==> src/rtl/csr_host_seq.sv <==
// Host-side sequencer that programs an accelerator over a single-outstanding CSR port,
// streams samples into it, polls STATUS, and captures the final result.
module csr_host_seq #(
    parameter int CSR_WIDTH      = 32,
    parameter int CSR_ADDR_WIDTH = 32,
    parameter int POLL_TIMEOUT   = 1024
) (
    input  logic                      clk_i,
    input  logic                      rst_i,
    input  logic                      start_i,
    output logic                      busy_o,
    output logic                      error_o,
    input  logic [CSR_WIDTH-1:0]      cfg_binding_i,
    input  logic [CSR_WIDTH-1:0]      cfg_bundling_i,
    input  logic [CSR_WIDTH-1:0]      cfg_am_base_i,
    input  logic [CSR_WIDTH-1:0]      cfg_am_max_i,
    input  logic                      sample_valid_i,
    output logic                      sample_ready_o,
    input  logic [5:0]                sample_value_i,
    input  logic [5:0]                sample_shift_i,
    input  logic                      sample_last_i,
    output logic [4:0]                result_o,
    output logic                      result_valid_o,
    output logic [CSR_ADDR_WIDTH-1:0] csr_addr_o,
    output logic [CSR_WIDTH-1:0]      csr_wr_data_o,
    output logic                      csr_wr_en_o,
    output logic                      csr_req_valid_o,
    input  logic                      csr_req_ready_i,
    input  logic [CSR_WIDTH-1:0]      csr_rd_data_i,
    input  logic                      csr_rsp_valid_i,
    output logic                      csr_rsp_ready_o
);

    typedef enum logic [3:0] {
        S_IDLE, S_WR_RST, S_WR_BIND, S_WR_BUND, S_WR_BASE, S_WR_MAX, S_WR_START,
        S_WAIT_SAMPLE, S_POLL_RDY, S_WR_IN, S_WR_IN_CLR, S_WR_DONE, S_POLL_OUT
    } state_t;

    localparam int                LP_CW       = $clog2(POLL_TIMEOUT + 1);
    localparam logic [LP_CW-1:0]  LP_CNT_LAST = LP_CW'(POLL_TIMEOUT - 1);

    state_t                r_state;
    state_t                w_state_nxt;
    logic [CSR_WIDTH-1:0]  r_cfg_bind, r_cfg_bund, r_cfg_base, r_cfg_max;
    logic [5:0]            r_value, r_shift;
    logic                  r_last;
    logic                  r_gap;
    logic [LP_CW-1:0]      r_poll_cnt;
    logic                  r_error;
    logic [4:0]            r_result;
    logic                  r_result_valid;

    logic                      w_req_valid, w_wr_en, w_done;
    logic                      w_poll, w_poll_hit, w_poll_fail, w_accept, w_sample_hs;
    logic [CSR_ADDR_WIDTH-1:0] w_addr;
    logic [CSR_WIDTH-1:0]      w_wr_data;
    logic [31:0]               w_in_word, w_in_clr_word, w_done_word;

    assign w_in_word     = {18'b0, 1'b0, r_shift, r_value, 1'b1};
    assign w_in_clr_word = {18'b0, 1'b0, r_shift, r_value, 1'b0};
    assign w_done_word   = {18'b0, 1'b1, r_shift, r_value, 1'b0};

    // The input-strobe write additionally waits for the accelerator's in_ready.
    assign w_done      = w_req_valid && csr_rsp_valid_i && (r_state != S_WR_IN || csr_req_ready_i);
    assign w_poll      = (r_state == S_POLL_RDY) || (r_state == S_POLL_OUT);
    assign w_poll_hit  = (r_state == S_POLL_RDY && csr_rd_data_i[1]) ||
                         (r_state == S_POLL_OUT && csr_rd_data_i[2]);
    assign w_poll_fail = w_poll && w_done && !w_poll_hit && (r_poll_cnt == LP_CNT_LAST);
    assign w_accept    = (r_state == S_IDLE) && start_i;
    assign w_sample_hs = sample_valid_i && sample_ready_o;

    always_comb begin
        w_req_valid = 1'b0;
        w_wr_en     = 1'b0;
        w_addr      = '0;
        w_wr_data   = '0;
        case (r_state)
            S_WR_RST:    begin w_req_valid = 1'b1; w_wr_en = 1'b1; w_addr = CSR_ADDR_WIDTH'(7); w_wr_data = CSR_WIDTH'(1); end
            S_WR_BIND:   begin w_req_valid = 1'b1; w_wr_en = 1'b1; w_addr = CSR_ADDR_WIDTH'(3); w_wr_data = r_cfg_bind; end
            S_WR_BUND:   begin w_req_valid = 1'b1; w_wr_en = 1'b1; w_addr = CSR_ADDR_WIDTH'(4); w_wr_data = r_cfg_bund; end
            S_WR_BASE:   begin w_req_valid = 1'b1; w_wr_en = 1'b1; w_addr = CSR_ADDR_WIDTH'(5); w_wr_data = r_cfg_base; end
            S_WR_MAX:    begin w_req_valid = 1'b1; w_wr_en = 1'b1; w_addr = CSR_ADDR_WIDTH'(6); w_wr_data = r_cfg_max; end
            S_WR_START:  begin w_req_valid = 1'b1; w_wr_en = 1'b1; w_addr = CSR_ADDR_WIDTH'(0); w_wr_data = CSR_WIDTH'(1); end
            S_WR_IN:     begin w_req_valid = 1'b1; w_wr_en = 1'b1; w_addr = CSR_ADDR_WIDTH'(1); w_wr_data = CSR_WIDTH'(w_in_word); end
            S_WR_IN_CLR: begin w_req_valid = 1'b1; w_wr_en = 1'b1; w_addr = CSR_ADDR_WIDTH'(1); w_wr_data = CSR_WIDTH'(w_in_clr_word); end
            S_WR_DONE:   begin w_req_valid = 1'b1; w_wr_en = 1'b1; w_addr = CSR_ADDR_WIDTH'(1); w_wr_data = CSR_WIDTH'(w_done_word); end
            S_POLL_RDY, S_POLL_OUT: begin w_req_valid = !r_gap; w_addr = CSR_ADDR_WIDTH'(2); end
            default: ;
        endcase
    end

    always_comb begin
        w_state_nxt = r_state;
        case (r_state)
            S_IDLE:        if (start_i) w_state_nxt = S_WR_RST;
            S_WR_RST:      if (w_done) w_state_nxt = S_WR_BIND;
            S_WR_BIND:     if (w_done) w_state_nxt = S_WR_BUND;
            S_WR_BUND:     if (w_done) w_state_nxt = S_WR_BASE;
            S_WR_BASE:     if (w_done) w_state_nxt = S_WR_MAX;
            S_WR_MAX:      if (w_done) w_state_nxt = S_WR_START;
            S_WR_START:    if (w_done) w_state_nxt = S_WAIT_SAMPLE;
            S_WAIT_SAMPLE: if (w_sample_hs) w_state_nxt = S_POLL_RDY;
            S_POLL_RDY: begin
                if (w_done && w_poll_hit) w_state_nxt = S_WR_IN;
                else if (w_poll_fail)     w_state_nxt = S_IDLE;
            end
            S_WR_IN:       if (w_done) w_state_nxt = S_WR_IN_CLR;
            S_WR_IN_CLR:   if (w_done) w_state_nxt = r_last ? S_WR_DONE : S_WAIT_SAMPLE;
            S_WR_DONE:     if (w_done) w_state_nxt = S_POLL_OUT;
            S_POLL_OUT:    if ((w_done && w_poll_hit) || w_poll_fail) w_state_nxt = S_IDLE;
            default:       w_state_nxt = S_IDLE;
        endcase
    end

    always_ff @(posedge clk_i or posedge rst_i) begin
        if (rst_i) r_state <= S_IDLE;
        else       r_state <= w_state_nxt;
    end

    always_ff @(posedge clk_i or posedge rst_i) begin
        if (rst_i) begin
            r_cfg_bind     <= '0;
            r_cfg_bund     <= '0;
            r_cfg_base     <= '0;
            r_cfg_max      <= '0;
            r_value        <= '0;
            r_shift        <= '0;
            r_last         <= 1'b0;
            r_gap          <= 1'b0;
            r_poll_cnt     <= '0;
            r_error        <= 1'b0;
            r_result       <= '0;
            r_result_valid <= 1'b0;
        end else begin
            if (w_accept) begin
                r_cfg_bind <= cfg_binding_i;
                r_cfg_bund <= cfg_bundling_i;
                r_cfg_base <= cfg_am_base_i;
                r_cfg_max  <= cfg_am_max_i;
            end
            if (w_sample_hs) begin
                r_value <= sample_value_i;
                r_shift <= sample_shift_i;
                r_last  <= sample_last_i;
            end
            // A completed read forces one idle cycle before the next poll.
            r_gap <= w_poll && w_done;
            if (w_state_nxt != r_state)  r_poll_cnt <= '0;
            else if (w_poll && w_done)   r_poll_cnt <= r_poll_cnt + LP_CW'(1);
            if (w_accept)          r_error <= 1'b0;
            else if (w_poll_fail)  r_error <= 1'b1;
            r_result_valid <= (r_state == S_POLL_OUT) && w_done && w_poll_hit;
            if ((r_state == S_POLL_OUT) && w_done && w_poll_hit) r_result <= csr_rd_data_i[7:3];
        end
    end

    assign busy_o          = (r_state != S_IDLE);
    assign error_o         = r_error;
    assign sample_ready_o  = (r_state == S_WAIT_SAMPLE) && !w_req_valid;
    assign result_o        = r_result;
    assign result_valid_o  = r_result_valid;
    assign csr_addr_o      = w_addr;
    assign csr_wr_data_o   = w_wr_data;
    assign csr_wr_en_o     = w_wr_en;
    assign csr_req_valid_o = w_req_valid;
    assign csr_rsp_ready_o = w_req_valid;

endmodule
==> config.mk <==
export PLATFORM = sky130hd
export DESIGN_NAME = csr_host_seq
export DESIGN_NICKNAME = d
export VERILOG_FILES = /design/src/rtl/csr_host_seq.sv
export SDC_FILE = /design/constraint.sdc
export NUM_CORES = 1
export LEC_CHECK = 0
export BUFFER_PORTS_ARGS = -buffer_cell sky130_fd_sc_hd__buf_2
export CAP_MARGIN = 15
export CORE_ASPECT_RATIO = 1.1
export CORE_UTILIZATION = 40
export DETAILED_ROUTE_END_ITERATION = 8
export PLACE_DENSITY = 0.68
export SLEW_MARGIN = 10
export SYNTH_ARGS = -nofsm -noshare
export SYNTH_HDL_FRONTEND = slang
export SYNTH_SLANG_ARGS = --single-unit
==> constraint.sdc <==
create_clock -name clk_i -period 8.4 [get_ports clk_i]
set_input_delay 0 -clock clk_i [delete_from_list [all_inputs] [get_ports clk_i]]
set_output_delay 0 -clock clk_i [all_outputs]
set_load 0.05 [all_outputs]
# --- After elaboration in Yosys (flattened, before gate mapping) ---
# Cells that the tools add are included.
word_totals:
  regBits: 164
  input_bits: 179
  out_inout_bits: 76
  wordCells: 81
op_classes:
  addsub: 1
  eq_ne: 15
  muxes: 24
  n_reduce_logical: 28
op_table:
  columns: ["cell", "n"]
  rows:
  - ["32-bit one-hot mux with 8 select lines", 1]
  - ["4-bit two-way mux", 15]
  - ["4-bit one-hot mux with 13 select lines", 1]
  - ["11-bit two-way mux", 2]
  - ["3-bit one-hot mux with 7 select lines", 1]
  - ["4-bit equality test, second input constant", 5]
  - ["4-bit by 3-bit equality test with 1-bit output, second input constant", 4]
  - ["1-bit logical AND", 13]
  - ["11-bit by 1-bit adder with 11-bit output, second input constant", 1]
  - ["11-bit by 10-bit equality test with 1-bit output, second input constant", 1]
  - ["9-bit OR reduction", 1]
  - ["4-bit by 2-bit equality test with 1-bit output, second input constant", 2]
  - ["4-bit by 1-bit equality test with 1-bit output, second input constant", 1]
  - ["4-bit logical NOT", 1]
  - ["1-bit logical OR", 4]
  - ["4-bit inequality test", 1]
  - ["4-bit inequality test, second input constant", 1]
  - ["2-bit nonzero test", 2]
  - ["4-bit nonzero test", 1]
  - ["2-bit OR reduction", 2]
  - ["1-bit logical NOT", 3]
  - ["1-bit two-way mux", 3]
  - ["3-bit OR reduction", 1]
  - ["1-bit one-hot mux with 2 select lines", 1]

# --- Logic depth before layout (Yosys ltp) ---
# Gate-level depths: netlist of run 1.
logic_depth:
  ltp_word: 13
  mapped_depth: 9
  mapped_depth_nobuf: 6

# --- Worst setup path before layout of run 1 ---
# Ideal clock, no wire load.
synth_timing:
  path_kind: "reg2out"
  start: "register r_state[1]"
  end: "output csr_wr_data_o[0]"
  arrival_ns: 2.808
  required_ns: 8.400
  slack_ns: 5.592
  path_stages_with_launch: 6
  n_path_buf: 3
  path_cell_list: "dfrtp_1 -> buf_4 -> buf_2 -> buf_1 -> a21boi_0 -> o311ai_0"
synth_via:
  elab_chain_len: 3
  word_cells_on_any_way: 11
  cone_classes: "eq/ne: 9; mux: 1; reduce/logical: 1"
synth_rtl:
  columns: ["element", "line_no", "text"]
  rows:
  - ["start, declared", "42", "state_t r_state;"]
  - ["start signal, assigned", "117", "else r_state <= w_state_nxt;"]
  - ["4-bit by 3-bit equality test with 1-bit output / 4-bit by 1-bit equality test with 1-bit output (equally long branches)", "77", "case (r_state)"]
  - ["2-bit OR reduction (no source line)", null, null]
  - ["32-bit one-hot mux with 8 select lines *", "77", null]
  - ["end, declared", "25", "output logic [CSR_WIDTH-1:0] csr_wr_data_o,"]
# Mark *: on every way between the ends. The rest lies on a longest branch, timed or not.

# --- Worst setup path after layout of run 1 ---
layout_timing:
  start: "register r_state[2]"
  end: "output csr_wr_data_o[0]"
# The elaborated chain is that of the path after synthesis.

==> results of run 1 <==
sequential cells by signal, indices dropped and copies added, names as in the netlist:
register        count
r_cfg_base         32
r_cfg_bind         32
r_cfg_bund         32
r_cfg_max          32
r_poll_cnt         11
r_shift             6
r_value             6
result_o            5
r_state             4
error_o             1
r_gap               1
r_last              1
result_valid_o      1
critical path, cell delays in order, from the launching register on:
cell	delay, ns
sky130_fd_sc_hd__dfrtp_1	0.89
sky130_fd_sc_hd__nand2b_1	0.37
sky130_fd_sc_hd__nor3_2	0.86
sky130_fd_sc_hd__buf_4	0.45
sky130_fd_sc_hd__a22oi_1	0.11
sky130_fd_sc_hd__o311ai_0	0.12
sky130_fd_sc_hd__buf_2	0.34
how the worst max path moves through the flow:
stage               start          endpoint  slack (ns)  depth (start not counted)
2_1_floorplan       rst_i           error_o        3.97                          1
3_3_place_gp   r_state[1]    r_cfg_bind[26]        5.06                          4
3_5_place_dp   r_state[1]    r_cfg_base[25]        5.07                          4
4_1_cts        r_state[2]  csr_wr_data_o[0]        4.79                          6
5_1_grt        r_state[2]  csr_wr_data_o[0]        4.62                          6
6_report       r_state[2]  csr_wr_data_o[0]        4.83                          6
final cells by class:
class / count / area, um2 / area share
Sequential cell: 164 / 4104 / 0.3774
Tap cell: 243 / 304.0 / 0.02796
Clock inverter: 15 / 186.4 / 0.01714
Multi-Input combinational cell: 425 / 3256 / 0.2994
Inverter: 6 / 27.53 / 0.002531
Clock buffer: 17 / 425.4 / 0.03912
Timing Repair Buffer: 359 / 2570 / 0.2363
Antenna cell: 1 / 2.502 / 0.0002301
cell usage in the layout, fill, tap and decap left out, types with 3 or more instances in the layout:
master / count
sky130_fd_sc_hd__buf_2: 200
sky130_fd_sc_hd__dfrtp_1: 164
sky130_fd_sc_hd__dlygate4sd3_1: 150
sky130_fd_sc_hd__mux2_2: 143
sky130_fd_sc_hd__a22oi_1: 61
sky130_fd_sc_hd__nand2_1: 60
sky130_fd_sc_hd__nand3_1: 31
sky130_fd_sc_hd__conb_1: 29
sky130_fd_sc_hd__nor2_1: 25
sky130_fd_sc_hd__clkbuf_16: 17
sky130_fd_sc_hd__o21ai_0: 13
sky130_fd_sc_hd__buf_4: 9
sky130_fd_sc_hd__xor2_1: 6
sky130_fd_sc_hd__inv_8: 6
sky130_fd_sc_hd__inv_1: 4
sky130_fd_sc_hd__mux2i_1: 4
sky130_fd_sc_hd__xnor2_1: 4
sky130_fd_sc_hd__nand2b_1: 3
sky130_fd_sc_hd__nand4_1: 3
sky130_fd_sc_hd__a31oi_1: 3
sky130_fd_sc_hd__a21oi_1: 3
sky130_fd_sc_hd__clkinvlp_4: 3
sky130_fd_sc_hd__clkinv_8: 3
cell families (layout without fill, tap and decap cells):
group                    after synthesis  in the layout  share of synthesized area
flip-flops                           164            164                     0.5329
multiplexers                         147            147                     0.2143
AND/OR/NAND/NOR                      142            142                    0.08709
AO/OA/AOI/OAI                         96             96                    0.09050
buffers and inverters                 82            397                    0.06174
XOR/XNOR                              10             10                    0.01137
adder cells (fa/ha/maj)                1              1                   0.001624
other                                  1             30                  0.0004869
power groups by stage:
stage,logic [mW],registers (mW),clock network (mW)
6_report,1.77,1.39,0.800
5_1_grt,1.88,1.43,0.848
4_1_cts,1.75,1.37,0.816
3_5_place_dp,1.69,1.39,0
3_3_place_gp,1.67,1.37,0
2_1_floorplan,1.41,1.29,0
repair_timing:
item,CTS,global route
setup buffers,0,0
hold endpoints to repair,239,0
hold buffers,150,0
per-stage QoR:
| step | power (mW) | setup slack [ns] | std cells |
|---|---|---|---|
| global route | 4.163 | 4.615 | 1229 |
| floorplan | 2.699 | 3.967 | 671 |
| detailed placement | 3.079 | 5.070 | 1047 |
| CTS | 3.943 | 4.794 | 1229 |
| finish | 3.955 | 4.831 | 1230 |
| global placement | 3.042 | 5.060 | 1047 |
per-layer routing:
metal | global-route usage | share of wire | wire (um)
met3 | 0.05007 | 0.051 | 1098
met5 | 0 | 0 | 0
met2 | 0.3832 | 0.52 | 11100
met4 | 0.08764 | 0.016 | 346
met1 | 0.2692 | 0.41 | 8804
==> results.py, run 1 <==
metrics = {
    "sta": {
        "setup-tns-final_ns": 0,
        "finalHoldWorstSlack_ns": 0.03189,
        "finalHoldViolations": 0,
        "finalSetupViolCount": 0,
        "maxSlewViolCount": 0,
        "grt_setup_unrepaired": "false",
        "finalCritPeriodShare": 0.4248,
        "achievable-frequency_mhz": 280.2,
        "fin_skew_ns": 0.01341,
        "post-route-min-period_ns": 3.569,
        "tightest_slew_ns": 1.033,
        "worst_slew_margin_rel": 0.3077,
    },
    "power_and_ir_drop": {
        "switching_share": 0.4340,
        "switchingPower_mw": 1.717,
        "clock_power_share": 0.202,
        "p_leak_nw": 5.164,
        "power.density_cell_area_nw_per_um2": 363.7,
        "power.share.sequential": 0.351,
        "vdd_ir_drop_max_mv": 0.2517,
        "cell_internal_pwr_mw": 2.239,
        "share_comb_of_total_power": 0.446,
    },
    "grt": {
        "antenna_found_initial": 1,
        "vias_in_the_first_global_route": 6690,
        "global_route_wire_length_before_repair_um": 34130,
        "globalRouteTotalUtil": 0.2224,
        "grt_start_max_net_pins": 93,
        "globalRoute.totalOverflow": 0,
    },
    "yosys": {
        "async_flop_share": 1.000,
        "synthMostInstantiatedCell": "sky130_fd_sc_hd__dfrtp_1",
        "ys_warn_count": 0,
        "synth_flop_cell": "sky130_fd_sc_hd__dfrtp_1",
        "synth_edf_count": 0,
        "post-synth-top-area-cell": "sky130_fd_sc_hd__dfrtp_1",
        "synth_area_per_cell_um2": 11.98,
        "synthDominantCellAreaShare": 0.5329,
        "top_cells_by_area_in_the_synthesized_netlist": "sky130_fd_sc_hd__dfrtp_1 (53%), sky130_fd_sc_hd__mux2_2 (21%), sky130_fd_sc_hd__a22oi_1 (5.9%), sky130_fd_sc_hd__buf_4 (3.1%), sky130_fd_sc_hd__nand2_1 (2.9%)",
        "syn-cell-area_um2": 7701,
        "ys_seq_area_frac": 0.5329,
        "yosysUniqueCellTypes": 52,
        "ys_top_cells_by_count": "sky130_fd_sc_hd__dfrtp_1 (164), sky130_fd_sc_hd__mux2_2 (143), sky130_fd_sc_hd__a22oi_1 (61)",
        "postSynthRegisterBits": 164,
        "postSynthCellCount": 643,
    },
    "cells_and_area": {
        "layout-drive-gt1-share": 0.4006,
        "fin_area_um2": 10880,
        "layout.nets": 1153,
        "filler_cell_count": 1522,
        "layout-area-overhead-vs-synth_pct": 41.22,
        "post-route-util": 0.5845,
    },
    "clock_tree": {
        "clock_sink_count": 164,
        "clock_tree_from_tritoncts": "yes",
        "clk_path_buf_depth": 2,
        "clock_tree.htree_level_count": 4,
        "cts_resized": 0,
        "cts_root_buffer": "sky130_fd_sc_hd__clkbuf_16",
        "clk-insertion-delay-late_ns": 0.43,
        "cts_buffers": 17,
        "clock_pin_slew_on_the_worst_setup_and_hold_paths_ns": 0.07,
    },
    "drt": {
        "drt_first_pass_iters": 5,
        "routed_wl_um": 21350,
        "num_vias": 6313,
        "ant_nets": 0,
        "route.detailed.wl_per_inst_um": 17.35,
        "drt-initial-drc-count": 288,
        "detail_route.vias_per_cell": 5.133,
        "detail_route.drc_violations": 0,
    },
    "critical_path": {
        "critical_path.max_fanout": 27,
        "regToRegStartpoint": "r_state[1]",
        "regToRegEndpoint": "r_cfg_base[31]",
        "critical_path.endpoint_type": "output pin",
        "startpoint_class_of_the_critical_path": "flop",
        "timing.reg2reg.setup_slack_ns": 5.04,
        "reg2regPathDepth": 4,
        "worst-endpoint-required_ns": 8.40,
        "timing_worst_setup_path_type": "reg -> out",
        "cp_data_arrival_time_ns": 3.57,
    },
    "die": {
        "floorplan.die_area_um2": 19810,
        "floorplan.initialDensity": 0.4139,
        "die-height_um": 147.5,
        "die_w_um": 134.3,
        "placementRows": 52,
        "coreArea_um2": 18610,
        "io_pins": 255,
    },
    "min_path": {
        "hp-class": "in -> reg",
        "worstHoldStart": "csr_rd_data_i[2]",
        "timing.hold.worst_path_depth": 4,
        "worst_hold_path.endpoint": "r_state[2]",
    },
    "place": {
        "place_congestion": 0.8038,
        "place.detailed.hpwl_um": 12400,
        "port_buffers": 200,
        "detailed_place.area_um2": 8760,
    },
    "outcome": {
        "outcome": "complete, no violations",
    },
    "job": {
        "max_cap_violations": 0,
    },
}
Note: power is estimated with default switching activity, not from simulation.
==> inputs of run 2 (changes only) <==
ABC_AREA = 1   (was not set)
PLACE_DENSITY = 0.67   (was 0.68)
clock period = 3.5 ns   (was 8.4 ns; I/O delays follow)
==> run 2 against run 1 <==
  * Synthesized cell count rose by 49%
  * Final area rose by 1.6%
  * Power is 140% higher
  * Worst hold slack improved by 0.036 ns
  * Synthesized area up 1.3%
  * First-iteration DRC count grew 73%
  * Sequential power increased by 130%
  * Via count is 18% higher
  * Global-route usage up 1.3 points
  * Routed wire length grew 6.2%
  * Critical endpoint is now csr_wr_data_o[10]
  * Highest routed layer unchanged
==> results.py, run 2 <==
metrics = {
    "outcome": {
        "outcome": "complete, no violations",
    },
    "cells_and_area": {
        "post-route-util": 0.5785,
        "layoutNonFillerInstCount": 1550,
        "layout-drive-gt1-share": 0.2250,
        "layout-area-overhead-vs-synth_pct": 41.67,
        "filler_cell_count": 1688,
        "layout.nets": 1469,
        "final_common_cell": "sky130_fd_sc_hd__nand2_1",
        "mostFrequentLayoutCells": "sky130_fd_sc_hd__nand2_1 (491), sky130_fd_sc_hd__buf_2 (200), sky130_fd_sc_hd__dfrtp_1 (164)",
    },
    "drt": {
        "num_vias": 7444,
        "routed_wl_um": 22670,
        "drt-initial-drc-count": 498,
        "ant_nets": 0,
        "detail_route.vias_per_cell": 4.803,
        "route.detailed.wl_per_inst_um": 14.63,
        "detail_route.drc_violations": 0,
        "drt_first_pass_iters": 5,
    },
    "clock_tree": {
        "cts_resized": 0,
        "clk_path_buf_depth": 2,
        "cts_buffers": 17,
        "clk-insertion-delay-late_ns": 0.43,
        "clock_pin_slew_on_the_worst_setup_and_hold_paths_ns": 0.06,
        "clock_sink_count": 164,
        "cts_root_buffer": "sky130_fd_sc_hd__clkbuf_16",
        "post_cts_hold_buffer_count": 147,
        "cts_setup_buffers": 0,
        "clock_tree_from_tritoncts": "yes",
        "clock_tree.htree_level_count": 4,
    },
    "yosys": {
        "synth_edf_count": 0,
        "ys_seq_area_frac": 0.5262,
        "postSynthCellCount": 959,
        "ys_warn_count": 0,
        "yosysUniqueCellTypes": 35,
        "async_flop_share": 1.000,
        "postSynthRegisterBits": 164,
        "post-synth-top-area-cell": "sky130_fd_sc_hd__dfrtp_1",
        "synthMostInstantiatedCell": "sky130_fd_sc_hd__nand2_1",
        "ys_top_cells_by_count": "sky130_fd_sc_hd__nand2_1 (491), sky130_fd_sc_hd__dfrtp_1 (164), sky130_fd_sc_hd__inv_1 (48)",
        "syn-cell-area_um2": 7799,
        "synthDominantCellAreaShare": 0.5262,
        "synth_area_per_cell_um2": 8.132,
        "top_cells_by_area_in_the_synthesized_netlist": "sky130_fd_sc_hd__dfrtp_1 (53%), sky130_fd_sc_hd__nand2_1 (24%), sky130_fd_sc_hd__buf_4 (2.9%), sky130_fd_sc_hd__inv_1 (2.3%), sky130_fd_sc_hd__o2111ai_1 (2.0%)",
        "synth_flop_cell": "sky130_fd_sc_hd__dfrtp_1",
    },
    "job": {
        "max_cap_violations": 0,
    },
    "power_and_ir_drop": {
        "power.density_cell_area_nw_per_um2": 856.9,
        "vdd_ir_drop_max_mv": 0.8557,
        "cell_internal_pwr_mw": 5.122,
        "p_leak_nw": 5.725,
        "switchingPower_mw": 4.345,
        "clock_power_share": 0.206,
        "switching_share": 0.4590,
        "share_comb_of_total_power": 0.464,
        "power.share.sequential": 0.331,
    },
    "sta": {
        "post-route-min-period_ns": 3.002,
        "achievable-frequency_mhz": 333.1,
        "grt_setup_unrepaired": "false",
        "worst_slew_margin_rel": 0.4024,
        "setup-tns-final_ns": 0,
        "postLayoutSetupSlackWorst_ns": 0.4981,
        "finalHoldViolations": 0,
        "finalHoldWorstSlack_ns": 0.06785,
        "tightest_slew_ns": 0.8964,
        "finalCritPeriodShare": 0.8577,
        "finalSetupViolCount": 0,
        "maxSlewViolCount": 0,
        "fin_skew_ns": 0.01406,
    },
    "grt": {
        "antenna_found_initial": 1,
        "globalRouteTotalUtil": 0.2357,
        "globalRoute.totalOverflow": 0,
        "vias_in_the_first_global_route": 7349,
        "global_route_wire_length_before_repair_um": 36540,
        "grt_start_max_net_pins": 165,
    },
    "place": {
        "place_congestion": 0.8543,
        "place_worst_setup_slack_ns": 0.9744,
        "placed_cells_incl_taps": 1370,
        "place.detailed.hpwl_um": 13570,
        "port_buffers": 200,
    },
    "die": {
        "coreArea_um2": 19100,
        "die-height_um": 148.4,
        "io_pins": 255,
        "placementRows": 53,
        "floorplan.die_area_um2": 20060,
        "die_w_um": 135.1,
        "floorplan.initialDensity": 0.4083,
    },
    "critical_path": {
        "startpoint_class_of_the_critical_path": "flop",
        "critical_path.max_fanout": 18,
        "worst-endpoint-required_ns": 3.50,
        "critical_path.endpoint_type": "output pin",
        "timing.reg2reg.setup_slack_ns": 1.07,
        "timing_worst_setup_path_type": "reg -> out",
        "cp_data_arrival_time_ns": 3.00,
    },
    "min_path": {
        "hp-class": "in -> reg",
    },
}
## run 2: cell types whose count changed after synthesis, sizes merged, moves of 14 or more
cell,delta
mux2,-130
o2111ai,+17
nand2,+437
nor2,+16
inv,+49
a22oi,-61
nand4,+14
## run 2: per-layer routing
metal	up-vias	GRT usage	wire [um]
met2	253	0.3851	11230
met3	51	0.04022	1058
met4	0	0.1101	686
li1	3609	-	-
met1	3531	0.3041	9692
met5	-	0	0
## run 2: metrics by stage
stage                     cell area, um2  power [mW]
final                              11050       9.467
after global routing               11050       10.07
after CTS                          11050       9.480
after detailed placement            8955       7.369
after global placement              8955       7.290
after floorplan                     7908       6.361
## run 2: power groups by stage
| stage | clock [mW] | sequential [mW] | combinational, mW |
|---|---|---|---|
| after floorplan | 0 | 3.02 | 3.34 |
| after CTS | 1.99 | 3.11 | 4.38 |
| after detailed placement | 0 | 3.14 | 4.23 |
| final | 1.95 | 3.13 | 4.39 |
| after global routing | 2.07 | 3.22 | 4.78 |
| after global placement | 0 | 3.12 | 4.17 |
## run 2: layout make-up
class,instances,area [um2],area share
Clock buffer,22,474.2,0.04292
Antenna cell,1,2.502,0.0002265
Multi-Input combinational cell,695,3219,0.2914
Sequential cell,164,4104,0.3715
Tap cell,247,309.0,0.02797
Clock inverter,10,145.1,0.01314
Inverter,54,209.0,0.01891
Timing Repair Buffer,357,2585,0.2340
## run 2: cell families (layout without fill, tap and decap cells)
group           Yosys count  in the layout  share of synthesized area
buf+inv                 128            443                    0.07893
flops                   164            164                     0.5262
other cells               1             30                  0.0004808
xor+xnor                 10             10                    0.01123
simple gates            582            582                     0.3068
fa+ha+maj                 1              1                   0.001604
mux                      14             14                    0.02005
compound gates           59             59                    0.05471
## run 2: final timing paths
| kind | start | endpoint | depth (start not counted) |
|---|---|---|---|
| worst max register to register | r_state[0] | r_poll_cnt[10] | 10 |
| worst min-delay path | csr_rsp_valid_i | result_valid_o | 5 |
| min in group asynchronous | rst_i | result_o[0] | 4 |
| max in group asynchronous | rst_i | r_cfg_base[3] | 4 |
| worst min register to register | result_o[4] | result_o[4] | 2 |
| worst max-delay path | r_state[2] | csr_wr_data_o[10] | 8 |
## run 2: worst max-delay path, stage by stage (launching register included)
cell and delay, ns:
sky130_fd_sc_hd__dfrtp_1 0.47, sky130_fd_sc_hd__nor2_1 0.45, sky130_fd_sc_hd__inv_1 0.21, sky130_fd_sc_hd__nor2_4 0.49, sky130_fd_sc_hd__buf_4 0.38, sky130_fd_sc_hd__a22o_1 0.17
sky130_fd_sc_hd__inv_1 0.04, sky130_fd_sc_hd__nand4_1 0.07, sky130_fd_sc_hd__buf_2 0.28
